--- config.mk ---
export PLATFORM = sky130hd
export DESIGN_NAME = ahb_lite_master_usb
export DESIGN_NICKNAME = d
export VERILOG_FILES = /design/src/rtl/ahb_lite_master_usb.sv
export SDC_FILE = /design/constraint.sdc
export NUM_CORES = 1
export LEC_CHECK = 0
export BUFFER_PORTS_ARGS = -buffer_cell sky130_fd_sc_hd__buf_4
export CORE_ASPECT_RATIO = 0.6
export CORE_MARGIN = 2
export CORE_UTILIZATION = 45
export CTS_CLUSTER_DIAMETER = 50
export DETAILED_ROUTE_END_ITERATION = 10
export PLACE_DENSITY_LB_ADDON = 0.15
export SYNTH_ARGS = -nofsm -noshare
export SYNTH_HDL_FRONTEND = slang
export SYNTH_SLANG_ARGS = --single-unit
export TNS_END_PERCENT = 100
--- constraint.sdc ---
create_clock -name clk -period 1.5 [get_ports clk]
set_clock_uncertainty 0.05 [all_clocks]
set_input_delay 0.075 -clock clk [delete_from_list [all_inputs] [get_ports clk]]
set_output_delay 0.075 -clock clk [all_outputs]
set_load 0.05 [all_outputs]
--- src/rtl/ahb_lite_master_usb.sv ---
// Single-outstanding AHB-Lite initiator that turns host commands into NONSEQ transfers to the USB slave.
// Optional data-phase timeout: define AHB_MASTER_TIMEOUT_EN.
module ahb_lite_master_usb #(
  parameter int unsigned TIMEOUT_CYCLES = 16
) (
  input  logic        clk,
  input  logic        n_rst,
  input  logic        cmd_valid,
  output logic        cmd_ready,
  input  logic        cmd_write,
  input  logic [3:0]  cmd_addr,
  input  logic [1:0]  cmd_size,
  input  logic [31:0] cmd_wdata,
  output logic        resp_valid,
  output logic        resp_error,
  output logic [31:0] resp_rdata,
  output logic        hsel,
  output logic [3:0]  haddr,
  output logic [1:0]  htrans,
  output logic [1:0]  hsize,
  output logic        hwrite,
  output logic [31:0] hwdata,
  input  logic [31:0] hrdata,
  input  logic        hresp,
  input  logic        hready
);

  typedef enum logic [1:0] {
    IDLE = 2'd0,
    ADDR = 2'd1,
    DATA = 2'd2,
    ERR  = 2'd3
  } state_t;

  localparam logic [1:0] HTRANS_IDLE   = 2'd0;
  localparam logic [1:0] HTRANS_NONSEQ = 2'd2;

  if (TIMEOUT_CYCLES < 1 || TIMEOUT_CYCLES > 255) begin : g_bad_timeout
    $error("ahb_lite_master_usb: TIMEOUT_CYCLES must be within 1..255");
  end

  state_t      state_r, state_s;
  logic        hsel_r, hsel_s;
  logic [1:0]  htrans_r, htrans_s;
  logic [3:0]  haddr_r, haddr_s;
  logic [1:0]  hsize_r, hsize_s;
  logic        hwrite_r, hwrite_s;
  logic [31:0] hwdata_r, hwdata_s;
  logic [31:0] wdata_r, wdata_s;
  logic        resp_valid_r, resp_valid_s;
  logic        resp_error_r, resp_error_s;
  logic [31:0] resp_rdata_r, resp_rdata_s;
  logic        tmo_hit_s;

`ifdef AHB_MASTER_TIMEOUT_EN
  localparam logic [7:0] TMO_LIMIT = 8'(TIMEOUT_CYCLES);
  logic [7:0] tmo_cnt_r;

  // Data-phase wait counter, restarted on every entry to DATA
  always_ff @(posedge clk or negedge n_rst) begin
    if (!n_rst) begin
      tmo_cnt_r <= 8'd0;
    end else if (state_s == DATA && state_r != DATA) begin
      tmo_cnt_r <= 8'd0;
    end else if (state_r == DATA && !hready && !hresp) begin
      tmo_cnt_r <= tmo_cnt_r + 8'd1;
    end else begin
      tmo_cnt_r <= tmo_cnt_r;
    end
  end

  // Fires on the wait cycle that would bring the count up to the limit
  assign tmo_hit_s = ((tmo_cnt_r + 8'd1) == TMO_LIMIT);
`else
  assign tmo_hit_s = 1'b0;
`endif

  // State register
  always_ff @(posedge clk or negedge n_rst) begin
    if (!n_rst) begin
      state_r <= IDLE;
    end else begin
      state_r <= state_s;
    end
  end

  // Next-state and next-output decode
  always_comb begin
    state_s      = state_r;
    hsel_s       = 1'b0;
    htrans_s     = HTRANS_IDLE;
    haddr_s      = haddr_r;
    hsize_s      = hsize_r;
    hwrite_s     = hwrite_r;
    hwdata_s     = hwdata_r;
    wdata_s      = wdata_r;
    resp_valid_s = 1'b0;
    resp_error_s = 1'b0;
    resp_rdata_s = resp_rdata_r;
    case (state_r)
      IDLE: begin
        if (cmd_valid) begin
          state_s  = ADDR;
          hsel_s   = 1'b1;
          htrans_s = HTRANS_NONSEQ;
          haddr_s  = cmd_addr;
          hsize_s  = cmd_size;
          hwrite_s = cmd_write;
          wdata_s  = cmd_wdata;
        end else begin
          hwdata_s = 32'd0;
        end
      end
      ADDR: begin
        if (hresp) begin
          state_s = ERR;
        end else if (hready) begin
          state_s  = DATA;
          hwdata_s = hwrite_r ? wdata_r : 32'd0;
        end else begin
          hsel_s   = 1'b1;
          htrans_s = HTRANS_NONSEQ;
        end
      end
      DATA: begin
        if (hready) begin
          // hresp with hready is the second error cycle: finish with error at once
          state_s      = IDLE;
          resp_valid_s = 1'b1;
          resp_error_s = hresp;
          hwdata_s     = 32'd0;
          if (!hresp && !hwrite_r) begin
            resp_rdata_s = hrdata;
          end else begin
            resp_rdata_s = resp_rdata_r;
          end
        end else if (hresp) begin
          state_s  = ERR;
          hwdata_s = 32'd0;
        end else if (tmo_hit_s) begin
          state_s      = IDLE;
          resp_valid_s = 1'b1;
          resp_error_s = 1'b1;
          hwdata_s     = 32'd0;
        end else begin
          state_s = DATA;
        end
      end
      ERR: begin
        if (hready) begin
          state_s      = IDLE;
          resp_valid_s = 1'b1;
          resp_error_s = 1'b1;
        end else begin
          state_s = ERR;
        end
      end
      default: begin
        state_s = IDLE;
      end
    endcase
  end

  // Registered bus, response and latched-command outputs
  always_ff @(posedge clk or negedge n_rst) begin
    if (!n_rst) begin
      hsel_r       <= 1'b0;
      htrans_r     <= HTRANS_IDLE;
      haddr_r      <= 4'd0;
      hsize_r      <= 2'd0;
      hwrite_r     <= 1'b0;
      hwdata_r     <= 32'd0;
      wdata_r      <= 32'd0;
      resp_valid_r <= 1'b0;
      resp_error_r <= 1'b0;
      resp_rdata_r <= 32'd0;
    end else begin
      hsel_r       <= hsel_s;
      htrans_r     <= htrans_s;
      haddr_r      <= haddr_s;
      hsize_r      <= hsize_s;
      hwrite_r     <= hwrite_s;
      hwdata_r     <= hwdata_s;
      wdata_r      <= wdata_s;
      resp_valid_r <= resp_valid_s;
      resp_error_r <= resp_error_s;
      resp_rdata_r <= resp_rdata_s;
    end
  end

  assign cmd_ready  = (state_r == IDLE);
  assign hsel       = hsel_r;
  assign htrans     = htrans_r;
  assign haddr      = haddr_r;
  assign hsize      = hsize_r;
  assign hwrite     = hwrite_r;
  assign hwdata     = hwdata_r;
  assign resp_valid = resp_valid_r;
  assign resp_error = resp_error_r;
  assign resp_rdata = resp_rdata_r;

endmodule
==> metrics.md, run 1 <==
| Metric | Value |
|---|---|
| Vias per inst | `~4.6` |
| Chip height | `~80 um` |
| Placer congestion estimate | `between 0.7 and 0.8` |
| RSZ-0062 raised after global routing | `true` |
| Crit. End Element | `flop` |
| Net Count, Synth | `just under 400` |
| Final period utilization | `1.05` |
| Worst r2r path cells | `4` |
| DR iter-0 viols | `approximately 150` |
| Final Hold Violating Endpoints | `0` |
| Compound-cell area share of the yosys netlist | `0.00798` |
| Crit Path Class | `reg -> reg` |
| Min Tclk post-route | `roughly 1.6 ns` |
| Synth warn | `0` |
| Area Growth Syn to Fin | `63.1%` |
| Row cnt | `27` |
| Adder-Cell Fraction of Synth Area | `0` |
| TritonCTS clock tree | `done` |
| Worst flop-to-flop path endpoint | `resp_rdata[6]$_DFFE_PN0P_` |
| Fill cells | `592` |
| Die Wd | `around 130 um` |
| N_diodes | `0` |
| Beginning of the worst register-to-register path | `state_r[0]$_DFFE_PN0P_` |
| Clk_lat worst skew | `roughly 0.34 ns` |
| CP startpoint | `state_r[0]$_DFFE_PN0P_` |
| Cell Area, Synth | `~4400 um^2` |
| CP required | `1.68 ns` |
| Largest net degree at the start of global routing | `44` |
| Failing checks | `setup timing` |
| Synth Instances | `318` |
| Post-Route WL | `between 10 and 15 mm` |
| Overflow after GRT | `0` |
| Number of synthesized register bits | `between 100 and 150` |
| DRC | `0` |
| Hold Crit Class | `in -> reg` |
| Crit-path cells | `nor4_4 -> buf_4 -> clkbuf_16 -> mux2_4` |
| Worst VDD drop | `about 1.8 mV` |
| Clock buffer depth | `2` |
| Nets | `approximately 640` |
| Avg WL per Cell | `roughly 16 um` |
| Most frequent cells in the layout | `buf_4, dfrtp_1, dlygate4sd3_1, mux2_4, inv_1` |
| CP max FO | `8` |
| Initial antenna violation count | `0` |
| Pins Over Slew Limit | `0` |
| # IOs | `between 150 and 200` |
| Setup violators final | `51` |
| Crit path capture | `resp_rdata[6]$_DFFE_PN0P_` |
| Unique masters post-synth | `23` |
| CTS Buf Count | `9` |
| Vias in the first global route | `roughly 3500` |
| Clk sinks | `~110` |
| Power density over the cells | `roughly 2300 nW/um^2` |
| Clk slew on worst S/H paths | `roughly 0.07 ns` |
| H-tree levels | `3` |
| Layout cells sized above 1 | `0.487` |
| Synth Area in XOR/XNOR | `0` |
| Overall Power | `0.0164 W` |
| Crit path DAT | `around 1.8 ns` |
| Dpl hpwl | `between 6 and 7 mm` |
| Post-Route Hold Slack | `about 0.064 ns` |
| Post-Synth Simple-Gate Area | `0.0464` |
| Multiplexer share of the synthesized area | `0.257` |
| Most common cell after layout, fill and taps aside | `buf_4` |
| Pre-Repair DR Iteration Count | `4` |
| Largest family of logic cells by synthesized area | `multiplexers` |
| Sequential area share after synthesis | `0.615` |
| Slowest CP cell | `dfrtp_2` |
| Max cap viols | `0` |
| Die ar. | `10600 um^2` |
| Routed via count | `roughly 3200` |
| Final Worst Setup Slack | `-0.0729 ns` |
| GRT Resource Usage Total | `0.221` |
| CP peak stage delay | `0.45 ns` |
| Worst slack at placement | `-0.110 ns` |
| Root Buffer | `clkbuf_16` |
| Initial Util | `0.471` |
| PortBufs | `between 150 and 200` |
| DRT antenna net count | `0` |
| Post-synthesis average cell area | `approximately 14 um^2` |
| Status | `finished, violations left` |
| Global-route wire length before repair | `approximately 18 mm` |
| R2r setup slk | `-0.07 ns` |
| Fmax | `around 640 MHz` |
| CP Launch Type | `flop` |
| Core footprint | `9320 um^2` |
| Leakage | `3.51 nW` |
[worst min path at each step]
stage / depth (start not counted) / start / end / slack, ns
6_report: 4 / hresp / htrans[1]$_DFF_PN0_ / 0.06
5_1_grt: 4 / hresp / htrans[1]$_DFF_PN0_ / 0.08
4_1_cts: 4 / hresp / htrans[1]$_DFF_PN0_ / 0.04
3_5_place_dp: 1 / n_rst / resp_rdata[18]$_DFFE_PN0P_ / -0.06
3_3_place_gp: 1 / n_rst / resp_rdata[18]$_DFFE_PN0P_ / -0.06
2_1_floorplan: 0 / n_rst / haddr[0]$_DFFE_PN0P_ / -0.27
[critical path, delay by kind of cell (launching register included)]
kind / cells / cell delay (ns)
AND/OR/NAND/NOR: 1 / 0.26
buffers and inverters: 2 / 0.39
flip-flops: 1 / 0.45
multiplexers: 1 / 0.31
[state kept, by name (all words and copies together) (netlist names)]
register    count
hwdata         32
resp_rdata     32
wdata_r        32
haddr           4
hsize           2
state_r         2
htrans          1
hwrite          1
resp_error      1
resp_valid      1
[routing by layer]
metal | vias to the layer above | track usage | routed length, um
li1 | 1519 | - | -
met1 | 1579 | 0.286 | 5130
met2 | 114 | 0.357 | 5270
met3 | 8 | 0.0789 | 837
met4 | 0 | 0.0533 | 74
met5 | - | 0 | 0
[synth_stat cells]
library cell / instances / share of area
a21oi_1: 2 / 0.0023
a221o_2: 1 / 0.0026
and2_1: 1 / 0.0014
and3b_1: 1 / 0.0020
buf_12: 3 / 0.014
buf_2: 1 / 0.0011
buf_4: 7 / 0.012
buf_6: 5 / 0.013
clkbuf_1: 4 / 0.0034
conb_1: 1 / 0.00085
dfrtp_1: 108 / 0.62
inv_1: 34 / 0.029
mux2_1: 6 / 0.015
mux2_2: 65 / 0.17
mux2i_1: 33 / 0.075
nand2_1: 33 / 0.028
nand3_1: 1 / 0.0011
nor2_1: 7 / 0.0060
nor2b_1: 1 / 0.0014
nor4_4: 1 / 0.0048
o21ai_0: 1 / 0.0011
o22a_1: 1 / 0.0020
or2_1: 1 / 0.0014
[logic make-up after synthesis]
family,Yosys count
muxes,104
and+or+nand+nor,46
buffers and inverters,54
DFF,108
other,1
AOI/OAI and AO/OA,5
[power breakdown]
part	switching, W	total, W	internal (W)	leakage (nW)
combinational	0.00511	0.00878	0.00366	2.00
clock	0.00100	0.00254	0.00154	0.158
sequential	0.000806	0.00507	0.00427	1.35
total	0.00692	0.0164	0.00947	3.51
[area by class of cell]
cell class              count  area [um^2]  share of cell area
flip-flops and latches    108         2710               0.378
repair buffers            250         2260               0.316
multi-input cells         156         1580               0.221
clock buffers              11          253              0.0353
well taps                 130          163              0.0227
inverters                  34          128              0.0178
clock inverters             4         72.6              0.0101
[through the flow]
stage / instance area (um^2) / TNS, ns / util / instances
CTS: 7020 / -0.993 / 0.753 / 690
global route: 7160 / -5.93 / 0.768 / 693
floorplan: 4540 / -10.83 / - / 318
finish: 7160 / -1.38 / 0.768 / 693
global placement: 5830 / -1.53 / 0.625 / 595
detailed placement: 5830 / -2.59 / 0.625 / 595
[what timing repair did]
action / 4_1_cts / 5_1_grt
gates cloned: 2 / 3
resized for setup: 12 / 19
buffers inserted: 4 / 0
setup endpoints to repair: 45 / 98
hold buffers: 74 / 0
pin swaps: 1 / 1
hold endpoints to repair: 182 / 0
(Power assumes the default switching activity.)
==> inputs of run 2 (changes only) <==
Settings changed: CORE_ASPECT_RATIO 0.6 to default, HOLD_SLACK_MARGIN from default to 0.15.
==> metrics.md, run 2 (same netlist as run 1, synthesis figures left out) <==
| Metric | Value |
|---|---|
| Core footprint | `9640 um^2 (was 9320 um^2)` |
| DRT antenna net count | `0 (unchanged)` |
| Crit Path Class | `reg -> reg (unchanged)` |
| Max cap viols | `0 (unchanged)` |
| Area of the multi-input gates | `1590 um^2 (was 1580 um^2)` |
| Clock power share | `0.127 (was 0.155)` |
| Final Hold Violating Endpoints | `0 (unchanged)` |
| Placer congestion estimate | `0.783 (about the same)` |
| Net Sw Power | `0.00689 W (was 0.00692 W)` |
| Post-Route WL | `11.0 mm (was 11.3 mm)` |
| Nets | `638 (was 635)` |
| Root Buffer | `clkbuf_8 (was clkbuf_16)` |
| Layout cells sized above 1 | `0.480 (was 0.487)` |
| N_diodes | `0 (unchanged)` |
| Row cnt | `36 (was 27)` |
| Final period utilization | `1.04 (was 1.05)` |
| Sw Ratio | `0.433 (was 0.422)` |
| Status | `finished, violations left (unchanged)` |
| Avg WL per Cell | `15.7 um (was 16.3 um)` |
| CTS Buf Count | `9 (unchanged)` |
| Pins Over Slew Limit | `0 (unchanged)` |
| Clk sinks | `108 (unchanged)` |
| Die ar. | `10600 um^2 (about the same)` |
| Area Growth Syn to Fin | `62.0% (was 63.1%)` |
| Chip height | `103 um (was 80.5 um)` |
| Clk slew on worst S/H paths | `0.10 ns (was 0.07 ns)` |
| Worst r2r path cells | `5 (was 4)` |
| Initial Util | `0.456 (was 0.471)` |
| Failing checks | `setup timing (unchanged)` |
| Initial antenna violation count | `0 (unchanged)` |
| Fmax | `638 MHz (was 636 MHz)` |
| Die Wd | `103 um (was 132 um)` |
| Leakage | `3.51 nW (about the same)` |
| Worst VDD drop | `1.48 mV (was 1.76 mV)` |
| Global-route wire length before repair | `17.3 mm (was 17.9 mm)` |
| Hold Crit Class | `in -> reg (unchanged)` |
| Largest net degree at the start of global routing | `46 (was 44)` |
| Crit. End Element | `flop (unchanged)` |
| Worst Hold Launch | `hresp (unchanged)` |
| CP startpoint | `state_r[0]$_DFFE_PN0P_ (unchanged)` |
| DRC | `0 (unchanged)` |
| Min Tclk post-route | `1.57 ns (about the same)` |
| # IOs | `153 (unchanged)` |
| Vias in the first global route | `3492 (was 3516)` |
| Vias per inst | `4.62 (was 4.65)` |
| Most frequent cells in the layout | `buf_4, dfrtp_1, dlygate4sd3_1, mux2_4, inv_1 (unchanged)` |
| Combinational share of power | `0.556 (was 0.535)` |
| H-tree levels | `3 (unchanged)` |
| Final Worst Setup Slack | `-0.0670 ns (was -0.0729 ns)` |
| GRT Resource Usage Total | `0.214 (was 0.221)` |
| Overflow after GRT | `0 (unchanged)` |
| Dpl hpwl | `6.61 mm (about the same)` |
| Final design utilization | `0.738 (was 0.768)` |
| Worst slack at placement | `-0.102 ns (was -0.110 ns)` |
| Clock buffer depth | `2 (unchanged)` |
| PortBufs | `151 (unchanged)` |
| Pre-Repair DR Iteration Count | `4 (unchanged)` |
| Fill cells | `666 (was 592)` |
| DR iter-0 viols | `79 (was 153)` |
| RSZ-0062 raised after global routing | `true (unchanged)` |
| Part of the power in registers | `0.317 (was 0.309)` |
| Most common cell after layout, fill and taps aside | `buf_4 (unchanged)` |
| Beginning of the worst register-to-register path | `state_r[0]$_DFFE_PN0P_ (unchanged)` |
| Clk_lat worst skew | `0.36 ns (was 0.34 ns)` |
| Crit path DAT | `1.76 ns (was 1.75 ns)` |
| Setup violators final | `84 (was 51)` |
| CP max FO | `13 (was 8)` |
| Routed via count | `3235 (was 3220)` |
| CP required | `1.70 ns (was 1.68 ns)` |
| Worst hold stages | `5 (was 4)` |
| Total area of sequential cells | `2710 um^2 (unchanged)` |
| P_int | `0.00901 W (was 0.00947 W)` |
| TritonCTS clock tree | `done (unchanged)` |
| Power density over the cells | `2240 nW/um^2 (was 2290 nW/um^2)` |
| CP Launch Type | `flop (unchanged)` |
## run 2: area by class of cell
cell class,instances,area share
flip-flops and latches,108,0.380
multi-input cells,156,0.223
clock inverters,5,0.0116
well taps,133,0.0234
repair buffers,253,0.322
clock buffers,11,0.0213
inverters,34,0.0179
## run 2: per-stage QoR
stage,setup TNS [ns],std cells,total power (W),instance area (um^2),hold slack [ns]
3_3_place_gp,-1.26,598,0.0130,5850,-0.0391
6_report,-2.54,700,0.0159,7120,0.302
4_1_cts,-3.37,699,0.0157,7030,0.290
2_1_floorplan,-10.83,318,0.0109,4540,-0.271
5_1_grt,-9.07,700,0.0167,7120,0.293
3_5_place_dp,-3.28,598,0.0132,5850,-0.0334
## run 2: worst paths after layout
path / end / slack (ns)
hold / removal: resp_rdata[13]$_DFFE_PN0P_ / 0.30
hold reg to reg: haddr[3]$_DFFE_PN0P_ / 0.46
setup reg to reg: wdata_r[8]$_DFFE_PN0P_ / -0.07
min in group asynchronous: resp_rdata[19]$_DFFE_PN0P_ / 0.66
max in group asynchronous: wdata_r[4]$_DFFE_PN0P_ / 0.17
setup / recovery: wdata_r[8]$_DFFE_PN0P_ / -0.07
## run 2: timing repair
item                                    4_1_cts  5_1_grt
endpoints found under the hold margin       184        0
pin swaps                                     1        2
endpoints found under the setup margin       91      103
gates resized for setup                      18       17
gates cloned                                  3        1
setup buffers                                 4        0
hold buffers                                 78        0
## run 2: routing by layer
| layer | vias to the layer above | share of wire | global-route usage |
|---|---|---|---|
| li1 | 1519 | - | - |
| met1 | 1614 | 0.42 | 0.263 |
| met2 | 84 | 0.52 | 0.374 |
| met3 | 18 | 0.037 | 0.0420 |
| met4 | 0 | 0.023 | 0.0830 |
| met5 | - | 0 | 0 |
## run 2: power groups by stage
stage          clock network (W)  logic, W  registers, W
3_5_place_dp                   0   0.00809       0.00506
5_1_grt                  0.00219   0.00926       0.00523
3_3_place_gp                   0   0.00796       0.00502
2_1_floorplan                  0   0.00289       0.00799
6_report                 0.00202   0.00884       0.00505
4_1_cts                  0.00206   0.00861       0.00502
## run 2: critical path, stage by stage, from the launching register on
cell     delay (ns)
dfrtp_2        0.44
buf_4          0.16
nor2_4         0.09
and2_4         0.20
buf_12         0.16
mux2_2         0.34
